## config.mk

```make
export PLATFORM = sky130hd
export DESIGN_NAME = shift_word_tx
export DESIGN_NICKNAME = d
export VERILOG_FILES = /design/src/rtl/shift_word_tx.sv
export SDC_FILE = /design/constraint.sdc
export NUM_CORES = 1
export LEC_CHECK = 0
export ABC_AREA = 1
export CAP_MARGIN = 30
export CORE_MARGIN = 2
export CORE_UTILIZATION = 40
export DETAILED_ROUTE_END_ITERATION = 6
export GPL_TIMING_DRIVEN = 0
export SLEW_MARGIN = 20
export SYNTH_ARGS = -nofsm -noshare
export SYNTH_HDL_FRONTEND = slang
export SYNTH_SLANG_ARGS = --single-unit
```

## constraint.sdc

```tcl
create_clock -name CLOCK_50 -period 4.24 [get_ports CLOCK_50]
set_input_delay 0.636 -clock CLOCK_50 [delete_from_list [all_inputs] [get_ports CLOCK_50]]
set_output_delay 0.636 -clock CLOCK_50 [all_outputs]
set_load 0.05 [all_outputs]
```

## src/rtl/shift_word_tx.sv

```systemverilog
// Front-panel serial word transmitter: loads a switch word, shifts it out MSB-first
// one bit per key press, appends even parity, and counts completed words on 7-seg displays.
module shift_word_tx #(
  parameter int W  = 10,
  parameter int CW = 8
) (
  input  logic          CLOCK_50,
  input  logic          INV_KEY_1,
  input  logic [W-1:0]  data_in,
  input  logic          load,
  input  logic          step,
  output logic          tx_bit,
  output logic          busy,
  output logic          done,
  output logic [3:0]    bit_idx,
  output logic [W-1:0]  LEDR,
  output logic [CW-1:0] tx_count,
  output logic [6:0]    HEX0,
  output logic [6:0]    HEX1,
  output logic [6:0]    HEX2
);

  typedef enum logic [1:0] {S_IDLE, S_SEND, S_PARITY, S_DONE} state_t;

  state_t        state_q, state_d;
  logic [W-1:0]  shreg_q, shreg_d;
  logic [3:0]    bit_idx_q, bit_idx_d;
  logic          tx_bit_q, tx_bit_d;
  logic          parity_q, parity_d;
  logic [CW-1:0] tx_count_q, tx_count_d;
  logic [2:0]    step_sync_q, step_sync_d;
  logic [2:0]    load_sync_q, load_sync_d;
  logic [6:0]    hex0_q, hex0_d, hex1_q, hex1_d, hex2_q, hex2_d;
  logic          step_rise, load_rise;
  logic [CW-1:0] dig_ones, dig_tens, dig_hund;

  function automatic logic [6:0] seg7(input logic [3:0] d);
    case (d)
      4'd0:    seg7 = 7'b1000000;
      4'd1:    seg7 = 7'b1111001;
      4'd2:    seg7 = 7'b0100100;
      4'd3:    seg7 = 7'b0110000;
      4'd4:    seg7 = 7'b0011001;
      4'd5:    seg7 = 7'b0010010;
      4'd6:    seg7 = 7'b0000010;
      4'd7:    seg7 = 7'b1111000;
      4'd8:    seg7 = 7'b0000000;
      4'd9:    seg7 = 7'b0010000;
      default: seg7 = 7'b1111111;
    endcase
  endfunction

  always_comb begin
    // Keys are asynchronous: two flops to synchronise, third as edge history.
    step_sync_d = {step_sync_q[1:0], step};
    load_sync_d = {load_sync_q[1:0], load};
    step_rise   = step_sync_q[1] & ~step_sync_q[2];
    load_rise   = load_sync_q[1] & ~load_sync_q[2];

    state_d    = state_q;
    shreg_d    = shreg_q;
    bit_idx_d  = bit_idx_q;
    parity_d   = parity_q;
    tx_count_d = tx_count_q;

    case (state_q)
      S_IDLE, S_DONE: begin
        // A simultaneous step edge is simply dropped here: load has priority.
        if (load_rise) begin
          shreg_d   = data_in;
          parity_d  = ^data_in;
          bit_idx_d = 4'd0;
          state_d   = S_SEND;
        end
      end
      S_SEND: begin
        if (step_rise) begin
          shreg_d   = {shreg_q[W-2:0], 1'b0};
          bit_idx_d = bit_idx_q + 4'd1;
          if (bit_idx_q == 4'(W-1)) state_d = S_PARITY;
        end
      end
      S_PARITY: begin
        if (step_rise) begin
          state_d    = S_DONE;
          tx_count_d = tx_count_q + CW'(1);
          bit_idx_d  = 4'd0;
        end
      end
      default: state_d = S_IDLE;
    endcase

    // The shift register is empty once all data bits are out, so DONE/IDLE present 0.
    tx_bit_d = (state_d == S_PARITY) ? parity_d : shreg_d[W-1];

    dig_hund = tx_count_q / CW'(100);
    dig_tens = (tx_count_q / CW'(10)) % CW'(10);
    dig_ones = tx_count_q % CW'(10);
    hex2_d   = seg7(dig_hund[3:0]);
    hex1_d   = seg7(dig_tens[3:0]);
    hex0_d   = seg7(dig_ones[3:0]);
  end

  always_ff @(posedge CLOCK_50 or posedge INV_KEY_1) begin
    if (INV_KEY_1) begin
      state_q     <= S_IDLE;
      shreg_q     <= '0;
      bit_idx_q   <= '0;
      tx_bit_q    <= 1'b0;
      parity_q    <= 1'b0;
      tx_count_q  <= '0;
      step_sync_q <= 3'b000;
      load_sync_q <= 3'b000;
      hex0_q      <= 7'b1000000;
      hex1_q      <= 7'b1000000;
      hex2_q      <= 7'b1000000;
    end else begin
      state_q     <= state_d;
      shreg_q     <= shreg_d;
      bit_idx_q   <= bit_idx_d;
      tx_bit_q    <= tx_bit_d;
      parity_q    <= parity_d;
      tx_count_q  <= tx_count_d;
      step_sync_q <= step_sync_d;
      load_sync_q <= load_sync_d;
      hex0_q      <= hex0_d;
      hex1_q      <= hex1_d;
      hex2_q      <= hex2_d;
    end
  end

  assign tx_bit   = tx_bit_q;
  assign busy     = (state_q == S_SEND) || (state_q == S_PARITY);
  assign done     = (state_q == S_DONE);
  assign bit_idx  = bit_idx_q;
  assign LEDR     = shreg_q;
  assign tx_count = tx_count_q;
  assign HEX0     = hex0_q;
  assign HEX1     = hex1_q;
  assign HEX2     = hex2_q;

endmodule

```

== Yosys cells after proc, flatten, opt, wreduce, memory -nomap -nowiden ==
Memories as Yosys holds them, arrays and structs flattened. A register that Yosys moved wholly into a read port is not among the register bits.
Cells that the tools add are included.
Widths: inputs -> output; s select.

* Add/sub/neg operators: 2
* Divide/modulo/power cells: 4
* Eq/ne operators: 8
* Muxes and demuxes: 15
* Bitwise logic cells: 4
* Reduce and logical (&&, ||, !) cells: 8

{| class="wikitable"
|+ Operators with widths
! kind !! count
|-
| $mux 10 || 2
|-
| $pmux 10 s2 || 1
|-
| $mod 8x4->8 const B || 2
|-
| $mux 4 || 3
|-
| $pmux 4 s3 || 1
|-
| $reduce_xor 10->1 || 1
|-
| $add 8x1->8 const B || 1
|-
| $div 8x4->8 const B || 1
|-
| $div 8x7->8 const B || 1
|-
| $mux 2 || 4
|-
| $eq 2x2->1 const B || 3
|-
| $ne 2x2->1 const B || 3
|-
| $pmux 2 s3 || 1
|-
| $reduce_and 3->1 || 2
|-
| $add 4x1->4 const B || 1
|-
| $eq 4x4->1 const B || 1
|-
| $mux 1 || 3
|-
| $and 1x1->1 || 2
|-
| $eq 2x1->1 const B || 1
|-
| $logic_not 2->1 || 1
|-
| $not 1->1 || 2
|-
| $reduce_and 2->1 || 1
|-
| $reduce_bool 2->1 || 1
|-
| $reduce_or 2->1 || 1
|-
| $logic_or 1x1->1 || 1
|}

* Register bits: 32
* Bits in read-only memories: 336
* Input port bits: 14
* Output and inout bits: 46
* Logic and storage cells: 53
* Memories kept: 3

{| class="wikitable"
|+ Memory list
! memory !! words !! bits a word !! rd ports !! clocked after memory_dff !! wr ports !! line !! text
|-
| (name not given) || 16 || 7 || 1 || 1 || 0 || 38 || <nowiki>case (d)</nowiki>
|-
| (name not given) || 16 || 7 || 1 || 1 || 0 || 38 ||
|-
| (name not given) || 16 || 7 || 1 || 1 || 0 || 38 ||
|}

== Logic depth before layout (Yosys ltp) ==
Gate-level depths: netlist of the first run.

* Depth after elaboration: 6
* Gate-level depth with buffers: 28
* Depth with buffers taken out: 27

== Least setup slack after synthesis of the first run ==
OpenSTA, ideal clock, no wires.

* Kind: flip-flop to flip-flop
* Start: reg tx_count_q[5], in the netlist tx_count[5]
* End: reg hex1_q[3], in the netlist HEX1[3]
* Setup time: 0.119 ns
* Arrival time: 3.212 ns
* Required time: 4.121 ns
* Setup slack: 0.910 ns
* Cell stages (with the launch flop): 27
* Buffers on the path: 1
* Period minus slack after synthesis: 3.330 ns
* Cell sequence: dfrtp_1 -> buf_2 -> inv_2 -> nand2_1 -> nand3_1 -> nand2_1 -> o211ai_1 -> inv_2 -> a21oi_4 -> nand2_2 -> nand2_4 -> nand2_4 -> nand2_2 -> nand2_1 -> nand2_2 -> nor2_8 -> nand2_4 -> nand3_1 -> nand2_4 -> nand2_1 -> nand3_1 -> nand2_1 -> inv_1 -> ha_1 -> nand3b_1 -> nand3_1 -> nand2_1

* Cells in the longest elaborated chain, start to end: 2

{| class="wikitable"
|+ Ends and longest elaborated chain
! item !! line !! text
|-
| from (decl) || 30 || <nowiki>logic [CW-1:0] tx_count_q, tx_count_d;</nowiki>
|-
| from (signal assigned) || 123 || <nowiki>tx_count_q <= tx_count_d;</nowiki>
|-
| $div 8x4->8 || 97 || <nowiki>dig_tens = (tx_count_q / CW'(10)) % CW'(10);</nowiki>
|-
| $mod 8x4->8 || 97 ||
|-
| to (decl) || 33 || <nowiki>logic [6:0] hex0_q, hex0_d, hex1_q, hex1_d, hex2_q, hex2_d;</nowiki>
|}

Every way passes these cells.
A chain may end at the register's enable or synchronous reset.

== Final worst setup path of the first run ==
Ends and elaborated chain as after synthesis.

==> results of run 1 <==
[state kept, by name, indices dropped and copies added, names as in the netlist]
| register | flops |
|---|---|
| HEX0 | 7 |
| tx_bit | 1 |
| HEX2 | 5 |
| state_q | 2 |
| bit_idx | 4 |
| parity_q | 1 |
| HEX1 | 7 |
| load_sync_q | 3 |
| step_sync_q | 3 |
| tx_count | 8 |
| LEDR | 10 |
[metrics by stage]
| step | cell area, sq um | utilization | hold WS (ns) | setup WS, ns | std cells |
|---|---|---|---|---|---|
| detailed placement | 3930 | 0.508 | 0.336 | 0.870 | 539 |
| global placement | 3910 | 0.505 | 0.334 | 0.951 | 538 |
| CTS | 4030 | 0.522 | 0.350 | 0.841 | 547 |
| floorplan | 3200 | - | 0.331 | 0.910 | 378 |
| global route | 4030 | 0.522 | 0.367 | 0.526 | 547 |
| finish | 4030 | 0.522 | 0.347 | 0.842 | 547 |
[synth_stat cells, drive strengths merged]
| cell | count |
|---|---|
| o221ai | 6 |
| a21oi | 9 |
| clkbuf | 2 |
| o22ai | 4 |
| ha | 21 |
| o2111ai | 1 |
| nand2 | 103 |
| xor2 | 13 |
| inv | 56 |
| buf | 5 |
| o211ai | 3 |
| o31ai | 1 |
| nand4 | 6 |
| a22o | 1 |
| nor3 | 2 |
| a31oi | 1 |
| clkinv | 2 |
| xnor2 | 7 |
| mux2 | 1 |
| o21a | 1 |
| conb | 1 |
| o21ai | 18 |
| nor2 | 17 |
| dfrtp | 48 |
| or2 | 2 |
| nand3b | 1 |
| nand3 | 43 |
| dfstp | 3 |
[where the power goes]
group          leakage [nW]  internal [mW]  total [mW]  switching (mW)
sequential            0.677          0.554       0.599          0.0456
combinational          1.27          0.192       0.592           0.400
clock                0.0524          0.177       0.326           0.149
[how the worst max path moves through the flow]
stage | end | slack, ns | cells past startpoint
finish | HEX1[3]$_DFF_PP0_ | 0.84 | 25
global placement | HEX1[3]$_DFF_PP0_ | 0.95 | 25
global route | HEX1[3]$_DFF_PP0_ | 0.53 | 25
floorplan | HEX1[3]$_DFF_PP0_ | 0.91 | 26
CTS | HEX1[3]$_DFF_PP0_ | 0.84 | 25
detailed placement | HEX1[3]$_DFF_PP0_ | 0.87 | 25
[metal layers]
layer | track usage | routed length (um)
met1 | 0.198 | 2920
met3 | 0.0250 | 239
met5 | 0 | 0
met4 | 0.0343 | 60
met2 | 0.276 | 3070
[layout make-up]
class,instances,area [sq um]
Clock inverter,1,30.0
Clock buffer,7,76.3
Multi-Input combinational cell,262,1660
Fill cell,762,3700
Tap cell,102,128
Timing Repair Buffer,59,601
Inverter,58,218
Sequential cell,51,1280
Buffer,7,40.0
[cell families (layout without fill, tap and decap cells)]
group	after synthesis	after routing	synth area share
muxes	1	1	0.00352
other	1	1	0.00117
buffers and inverters	65	132	0.0806
and+or+nand+nor	174	174	0.280
DFF	51	51	0.400
adders and majority gates	21	21	0.0822
xor gates and xnor gates	20	20	0.0571
AOI/OAI and AO/OA	45	45	0.0951
[worst max-delay path, cell delays in order (launching register included)]
cell	delay [ns]
dfrtp_1	0.38
buf_2	0.19
inv_2	0.11
nand2_1	0.08
nand3_1	0.09
nand2_1	0.11
nand2_1	0.09
nand2_2	0.06
a21oi_4	0.20
nand2_2	0.09
nand2_4	0.10
nand2_4	0.07
nand4_1	0.07
nand2_1	0.13
nor2_8	0.21
nand2_4	0.09
nand3_1	0.13
nand2_4	0.08
nand2_1	0.06
nand3_1	0.06
nand2_1	0.19
inv_1	0.12
ha_1	0.28
nand3b_1	0.17
nand3_1	0.08
nand2_1	0.05
==> summary.md, run 1 <==
| Metric | Value |
|---|---|
| Die area | `0.00872 sq mm` |
| Drt total wl | `6280 um` |
| CP Data Required Time | `4.43 ns` |
| Longest Clk Path Bufs | `2` |
| CTS tree | `yes` |
| Hold path endpoint | `load_sync_q[1]$_DFF_PP0_` |
| Synth warnings | `0` |
| RSZ-0062 raised after global routing | `no` |
| Commonest non-fill, non-tap cell in the layout | `nand2_1` |
| DRT iter0 DRCs | `93` |
| Final Power | `1.52 mW` |
| GRT Total Usage | `0.155` |
| Core footprint | `0.00773 sq mm` |
| Max Clk Rate | `0.294 GHz` |
| Setup-failing EPs final | `0` |
| Synth top area share | `0.376` |
| First-pass GRT wire length | `11200 um` |
| Commonest non-fill, non-tap cells in the layout | `72 x nand2_1, 58 x clkdlybuf4s50_1, 48 x dfrtp_1` |
| Cell area after synthesis | `0.00320 sq mm` |
| Worst setup path start | `tx_count[5]$_DFFE_PP0P_` |
| Fin crit period | `3.40 ns` |
| Clk slew on worst S/H paths | `0.09 ns` |
| Initial Utilization | `0.414` |
| Kind of critical path | `register to register` |
| Hold Path Class | `register to register` |
| Startpoint Class | `register` |
| Lkg Pwr | `2.00 nW` |
| PortBufs | `58` |
| Via/cell ratio | `4.82` |
| Critical Path Sink Type | `register` |
| RD Place Congestion | `0.796` |
| Worst-Skew Late Latency | `0.30 ns` |
| Area contributors post-synth | `dfrtp_1 38%, nand2_1 8.5%, ha_1 8.2%` |
| Antenna-violating nets left | `0` |
| Max Slew Vio Count | `0` |
| Number of synthesized register bits | `51` |
| Clk sinks | `51` |
| IO Pins | `60` |
| VDD IR max | `159 uV` |
| Die Y | `93.4 um` |
| Final net count | `479` |
| Gates resized, CTS repair | `0` |
| Skew final | `0.00994 ns` |
| Drt first pass iters | `4` |
| Grt ovf | `0` |
| Cell taking the most area after synthesis | `dfrtp_1` |
| Pwr/cell area | `376 mW/mm^2` |
| DR vias | `2634` |
| Worst slew pin tran | `0.551 ns` |
| Worst Hold Depth | `0` |
| Remaining DRCs | `0` |
| Period utilization | `0.801` |
| Htree depth | `2` |
| Vias in the first global route | `2587` |
| Status | `complete, no violations` |
| Largest net degree at the start of global routing | `27` |
| Reg2Reg Launch Point | `tx_count[5]$_DFFE_PP0P_` |
| Post-CTS Hold Fix Bufs | `0` |
| CP Max Fanout | `9` |
| Seq/Total Area, Yosys | `0.400` |
| Hold Crit Start | `load_sync_q[0]$_DFF_PP0_` |
| Initial antenna violation count | `0` |
| Maxcap violations | `0` |
| Number of distinct library cells after synthesis | `41` |
| Clk Tree Root Cell | `clkbuf_8` |
| Net Count, Synth | `413` |
| Fin Setup TNS | `0 ns` |
| Share of cells above drive strength 1 | `0.171` |
| R2r setup slk | `0.84 ns` |
| HPWL Detailed | `5010 um` |
| Syn avg cell area | `8.46 sq um` |
| Setup bufs post-CTS | `0` |
| Routed len/inst | `11.5 um` |
| Mapped Cells | `378` |
| Ant diodes | `0` |
| Hold Fails Final Rpt | `0` |
| WP data arrival | `3.58 ns` |
| Total CTS buffers | `5` |
| Rel. slew slack | `0.632` |
| Rows | `32` |
| Worst Reg-to-Reg Cells | `25` |
| Terminus of the critical flop-to-flop path | `HEX1[3]$_DFF_PP0_` |
| Die width | `93.4 um` |
| Area growth, synth to finish | `26.1%` |
No activity file was read; power rests on OpenSTA's default activity.
==> run 2, diff against run 1 <==
==> constraint.sdc (replaced) <==
create_clock -name CLOCK_50 -period 3.4 [get_ports CLOCK_50]
set_input_delay 0.51 -clock CLOCK_50 [delete_from_list [all_inputs] [get_ports CLOCK_50]]
set_output_delay 0.51 -clock CLOCK_50 [all_outputs]
set_load 0.05 [all_outputs]
==> summary.md, run 2 (same netlist as run 1, synthesis figures left out) <==
| Metric | Value |
|---|---|
| Status | `complete, no violations` |
| Total CTS buffers | `5 (unchanged)` |
| Initial Utilization | `0.414 (unchanged)` |
| Remaining DRCs | `0 (unchanged)` |
| Via/cell ratio | `4.81 (about the same)` |
| Clk sinks | `51 (unchanged)` |
| Area growth, synth to finish | `27.4%` |
| Routed len/inst | `11.5 um (+0.26%)` |
| Setup-failing EPs final | `0 (unchanged)` |
| Share of cells above drive strength 1 | `0.194 (+0.0234)` |
| Kind of critical path | `register to register` |
| DR vias | `2646 (+0.46%)` |
| Fin util | `0.527 (+0.00550)` |
| CP Data Required Time | `3.59 ns (-0.84 ns)` |
| Rows | `32 (unchanged)` |
| Critical Path Sink Type | `register` |
| GRT Total Usage | `0.155 (unchanged)` |
| Skew final | `0.00978 ns (-0.000154 ns)` |
| Initial antenna violation count | `0 (unchanged)` |
| Lkg Pwr | `2.01 nW (+0.52%)` |
| Worst Hold Depth | `0 (unchanged)` |
| Placed Instances | `539 (unchanged)` |
| Commonest non-fill, non-tap cells in the layout | `69 x nand2_1, 58 x clkdlybuf4s50_1, 48 x dfrtp_1` |
| RD Place Congestion | `0.796 (unchanged)` |
| Worst Reg-to-Reg Cells | `26 (+4.0%)` |
| Vias in the first global route | `2587 (unchanged)` |
| Max Slew Vio Count | `0 (unchanged)` |
| IO Pins | `60 (unchanged)` |
| Clk slew on worst S/H paths | `0.09 ns (about the same)` |
| Startpoint Class | `register` |
| CP Max Fanout | `9 (unchanged)` |
| Hold Fails Final Rpt | `0 (unchanged)` |
| Period utilization | `0.923 (+0.121)` |
| Maxcap violations | `0 (unchanged)` |
| PortBufs | `58 (unchanged)` |
| Commonest non-fill, non-tap cell in the layout | `nand2_1` |
| Pwr/cell area | `464 mW/mm^2 (+23%)` |
| Drt first pass iters | `4 (unchanged)` |
| Final net count | `482 (+0.63%)` |
| Drt total wl | `6340 um (+0.81%)` |
| Worst slew pin tran | `0.551 ns (unchanged)` |
| Largest register FFs | `10 (unchanged)` |
| Die area | `0.00872 sq mm (unchanged)` |
| Antenna-violating nets left | `0 (unchanged)` |
| First-pass GRT wire length | `11200 um (unchanged)` |
| Core footprint | `0.00773 sq mm (unchanged)` |
| Longest Clk Path Bufs | `2 (unchanged)` |
| Worst-Skew Late Latency | `0.30 ns (about the same)` |
| WP data arrival | `3.32 ns (-0.26 ns)` |
| Ant diodes | `0 (unchanged)` |
| Grt ovf | `0 (unchanged)` |
| VDD IR max | `198 uV (+25%)` |
| DRT iter0 DRCs | `95 (+2.2%)` |
| Non-Filler Instances | `550 (+0.55%)` |
| Largest net degree at the start of global routing | `27 (unchanged)` |
| HPWL Detailed | `5010 um (unchanged)` |
| Max Clk Rate | `0.319 GHz (+8.3%)` |
| CTS tree | `yes` |
| Hold Path Class | `register to register` |
| Filler instances | `755 (-0.92%)` |
| Die width | `93.4 um (unchanged)` |
| Die Y | `93.4 um (unchanged)` |
| Rel. slew slack | `0.632 (unchanged)` |
| Htree depth | `2 (unchanged)` |
| Clk Tree Root Cell | `clkbuf_8` |
| Fin crit period | `3.14 ns (-0.261 ns)` |
| Fin Setup TNS | `0 ns (unchanged)` |
run 2: cell types whose count changed in the layout (fill, tap and decap cells not counted), sizes merged:
cell and delta:
buf +2, clkbuf +1
run 2: what timing repair did:
action	in CTS	in global routing
resized for setup	0	9
setup buffers	0	3
hold buffers	0	0
setup endpoints to repair	0	8
run 2: worst paths after layout:
| path | from | slack (ns) | end |
|---|---|---|---|
| worst max-delay path | tx_count[5]$_DFFE_PP0P_ | 0.26 | HEX1[3]$_DFF_PP0_ |
| worst min-delay path | load_sync_q[0]$_DFF_PP0_ | 0.35 | load_sync_q[1]$_DFF_PP0_ |
| worst max register to register | tx_count[5]$_DFFE_PP0P_ | 0.26 | HEX1[3]$_DFF_PP0_ |
| worst min register to register | load_sync_q[0]$_DFF_PP0_ | 0.35 | load_sync_q[1]$_DFF_PP0_ |
| max in group asynchronous | INV_KEY_1 | 2.22 | HEX2[6]$_DFF_PP1_ |
| min in group asynchronous | INV_KEY_1 | 0.57 | LEDR[1]$_DFFE_PP0P_ |
run 2: cell type report:
cell class,count,area [sq um],share of cell area
multi-input combinational,262,1680,0.412
sequential,51,1280,0.314
timing repair buffer,62,623,0.153
inverter,58,218,0.0534
tap,102,128,0.0313
clock buffer,7,76.3,0.0187
buffer,7,42.5,0.0104
clock inverter,1,30.0,0.00737
run 2: through the flow:
step / setup slack [ns] / hold slack, ns / area [sq um] / total power, mW
after floorplan: 0.0696 / 0.331 / 3200 / 1.26
after global placement: 0.111 / 0.334 / 3910 / 1.49
after detailed placement: 0.0299 / 0.336 / 3930 / 1.50
after CTS: 0.000748 / 0.350 / 4030 / 1.91
after global routing: -0.00154 / 0.367 / 4070 / 2.01
final: 0.263 / 0.346 / 4070 / 1.89
run 2: critical path, cell delays in order, from the launching register on:
cell and delay [ns]:
dfrtp_1 0.38, clkbuf_4 0.19, inv_2 0.10, nand2_1 0.08, nor2_2 0.12, inv_2 0.07
o211ai_1 0.11, inv_2 0.06, a21oi_4 0.17, nand2_2 0.09, nand2_4 0.10, nand2_4 0.07
nand2_2 0.07, nand2_1 0.06, nand2_2 0.11, nor2_8 0.05, nand2_4 0.09, nand2_2 0.06
nand2_2 0.08, nand2_4 0.06, o21ai_1 0.17, nand2_2 0.12, inv_2 0.09, ha_1 0.22
nand3b_1 0.17, nand3_1 0.08, nand2_1 0.05
run 2: power by group:
group | internal (mW) | switching, mW | total (mW)
Sequential | 0.690 | 0.0569 | 0.747
Combinational | 0.239 | 0.499 | 0.738
Clock | 0.220 | 0.186 | 0.406
Total | 1.15 | 0.741 | 1.89
run 2: routing by layer:
| metal | track usage | up-vias | wire (um) |
|---|---|---|---|
| li1 | - | 1351 | - |
| met1 | 0.198 | 1241 | 2920 |
| met2 | 0.276 | 48 | 3100 |
| met3 | 0.0250 | 6 | 255 |
| met4 | 0.0343 | 0 | 60 |
| met5 | 0 | - | 0 |
==> run 3, diff against run 2 <==
--- a/config.mk
+++ b/config.mk
@@ -10,7 +10,6 @@
 export CORE_MARGIN = 2
 export CORE_UTILIZATION = 40
 export DETAILED_ROUTE_END_ITERATION = 6
-export GPL_TIMING_DRIVEN = 0
 export SLEW_MARGIN = 20
 export SYNTH_ARGS = -nofsm -noshare
 export SYNTH_HDL_FRONTEND = slang
==> summary.md, run 3 (same netlist as run 1, synthesis figures left out) <==
| Metric | Value |
|---|---|
| Rows | `32 (unchanged)` |
| Lkg Pwr | `2.02 nW (+0.88%)` |
| Commonest non-fill, non-tap cell in the layout | `nand2_1` |
| CP Max Fanout | `7 (-2)` |
| Maxcap violations | `0 (unchanged)` |
| Largest net degree at the start of global routing | `28 (+3.7%)` |
| Switch Pwr | `0.750 mW (+1.3%)` |
| Filler instances | `715 (-5.3%)` |
| Fin Setup TNS | `0 ns (unchanged)` |
| Vias in the first global route | `2614 (+1.0%)` |
| Remaining DRCs | `0 (unchanged)` |
| VDD IR max | `174 uV (-12%)` |
| Worst slew pin tran | `0.536 ns (-0.0151 ns)` |
| Initial antenna violation count | `0 (unchanged)` |
| Clk Tree Root Cell | `clkbuf_8` |
| Die Y | `93.4 um (unchanged)` |
| HPWL Detailed | `5250 um (+4.6%)` |
| Grt ovf | `0 (unchanged)` |
| First-pass GRT wire length | `11400 um (+2.3%)` |
| Die width | `93.4 um (unchanged)` |
| Worst Reg-to-Reg Cells | `23 (-12%)` |
| Largest register FFs | `10 (unchanged)` |
| WP data arrival | `3.27 ns (-0.05 ns)` |
| Status | `complete, no violations` |
| Max Slew Vio Count | `0 (unchanged)` |
| Startpoint Class | `register` |
| Htree depth | `2 (unchanged)` |
| PortBufs | `58 (unchanged)` |
| Clk sinks | `51 (unchanged)` |
| Placed inst area | `0.00393 sq mm (+0.13%)` |
| Area growth, synth to finish | `28.6%` |
| Sw frac | `0.394 (+0.00185)` |
| Comb pwr share | `0.391 (about the same)` |
| Critical Path Sink Type | `register` |
| DRT iter0 DRCs | `69 (-27%)` |
| Cell area after layout | `0.00411 sq mm (+0.95%)` |
| Flop pwr share | `0.392 (-0.003)` |
| Register area | `0.00128 sq mm (+0.29%)` |
| Pre-CTS WS | `0.106 ns (+0.0761 ns)` |
| Drt first pass iters | `4 (unchanged)` |
| Footprint of the multi-input gates | `0.00168 sq mm (+0.45%)` |
| Period utilization | `0.905 (-0.0176)` |
| Total CTS buffers | `5 (unchanged)` |
| Hold Path Class | `register to register` |
| Rel. slew slack | `0.642 (+0.0101)` |
| Ant diodes | `0 (unchanged)` |
| Worst Hold Depth | `0 (unchanged)` |
| Worst-Skew Late Latency | `0.31 ns (about the same)` |
| CP Data Required Time | `3.59 ns (about the same)` |
| Clock network fraction of total power | `0.216 (about the same)` |
| Commonest non-fill, non-tap cells in the layout | `69 x nand2_1, 58 x clkdlybuf4s50_1, 45 x dfrtp_1` |
| CTS tree | `yes` |
| Hold Fails Final Rpt | `0 (unchanged)` |
| Share of cells above drive strength 1 | `0.204 (+0.0102)` |
| RD Place Congestion | `0.786 (-1.4%)` |
| Hold WS | `0.346 ns (+0.000123 ns)` |
| Routed len/inst | `12.0 um (+4.1%)` |
| Initial Utilization | `0.414 (unchanged)` |
| Final net count | `484 (+0.41%)` |
| IO Pins | `60 (unchanged)` |
| Pwr/cell area | `463 mW/mm^2 (-0.17%)` |
| DR vias | `2674 (+1.1%)` |
| Kind of critical path | `register to register` |
| Skew final | `0.0126 ns (+0.00277 ns)` |
| Setup-failing EPs final | `0 (unchanged)` |
| Internal power | `1.16 mW (+0.47%)` |
| Setup WS post-layout | `0.323 ns (+0.0599 ns)` |
| Longest Clk Path Bufs | `2 (unchanged)` |
| Max Clk Rate | `0.325 GHz (+1.9%)` |
| Clk slew on worst S/H paths | `0.09 ns (about the same)` |
| Fin crit period | `3.08 ns (-0.0599 ns)` |
| GRT Total Usage | `0.161 (+0.00597)` |
| Via/cell ratio | `4.84 (+0.69%)` |
| Drt total wl | `6620 um (+4.5%)` |
| Die area | `0.00872 sq mm (unchanged)` |
| Core footprint | `0.00773 sq mm (unchanged)` |
| Antenna-violating nets left | `0 (unchanged)` |
run 3: cell count changes in the layout (fill, tap and decap cells not counted), sizes merged:
cell | before | now
clkbuf | 10 | 7
buf | 8 | 13
run 3: timing repair:
item / in CTS / in global routing
hold buffers: 0 / 0
resized for setup: 0 / 13
buffers inserted: 0 / 6
setup endpoints to repair: 0 / 8
run 3: path summary, 6_finish.rpt:
check / startpoint / end / slack [ns]
worst max-delay path: tx_count[6]$_DFFE_PP0P_ / HEX1[3]$_DFF_PP0_ / 0.32
worst min-delay path: load_sync_q[0]$_DFF_PP0_ / load_sync_q[1]$_DFF_PP0_ / 0.35
worst max register to register: tx_count[6]$_DFFE_PP0P_ / HEX1[3]$_DFF_PP0_ / 0.32
worst min register to register: load_sync_q[0]$_DFF_PP0_ / load_sync_q[1]$_DFF_PP0_ / 0.35
max in group asynchronous: INV_KEY_1 / HEX2[6]$_DFF_PP1_ / 2.24
min in group asynchronous: INV_KEY_1 / bit_idx[0]$_DFFE_PP0P_ / 0.56
run 3: cell type report:
cell class / count / share of cell area
Clock buffer: 7 / 0.0186
Clock inverter: 1 / 0.00730
Inverter: 58 / 0.0535
Multi-Input combinational cell: 262 / 0.409
Sequential cell: 51 / 0.312
Tap cell: 102 / 0.0310
Timing Repair Buffer: 71 / 0.168
run 3: per-layer routing:
layer | track usage | wire (um) | vias to the layer above
met3 | 0.0314 | 298 | 8
met2 | 0.279 | 3200 | 59
met5 | 0 | 0 | -
met1 | 0.207 | 3040 | 1257
li1 | - | - | 1350
met4 | 0.0417 | 82 | 0
run 3: worst max-delay path, cell delays in order (launching register included):
cell and delay, ns:
dfrtp_2 0.48, inv_4 0.11, nand2_1 0.09, nand3_1 0.11, nand2_2 0.09, o211ai_1 0.12, inv_2 0.07, a21oi_4 0.16
nand2_2 0.09, nand2_4 0.10, nand2_4 0.06, nand4_1 0.09, nand2_2 0.10, nor2_8 0.13, nand2_4 0.07, nand3_1 0.12
nand2_4 0.08, o21ai_1 0.16, nand2_2 0.10, inv_1 0.10, ha_1 0.23, nand3b_1 0.17, nand3_1 0.08, nand2_1 0.05
run 3: power by group through the flow:
| stage | combinational, mW | clock (mW) | sequential (mW) |
|---|---|---|---|
| after floorplan | 0.259 | 0 | 0.998 |
| after global placement | 0.735 | 0 | 0.759 |
| final | 0.746 | 0.413 | 0.748 |
| after CTS | 0.749 | 0.432 | 0.749 |
| after detailed placement | 0.747 | 0 | 0.761 |
| after global routing | 0.808 | 0.450 | 0.759 |
run 3: through the flow:
step                cells  power [mW]  utilization
finish                552        1.91        0.532
global route          552        2.02        0.532
CTS                   546        1.93        0.522
detailed placement    538        1.51        0.509
global placement      537        1.49        0.506
floorplan             378        1.26            -
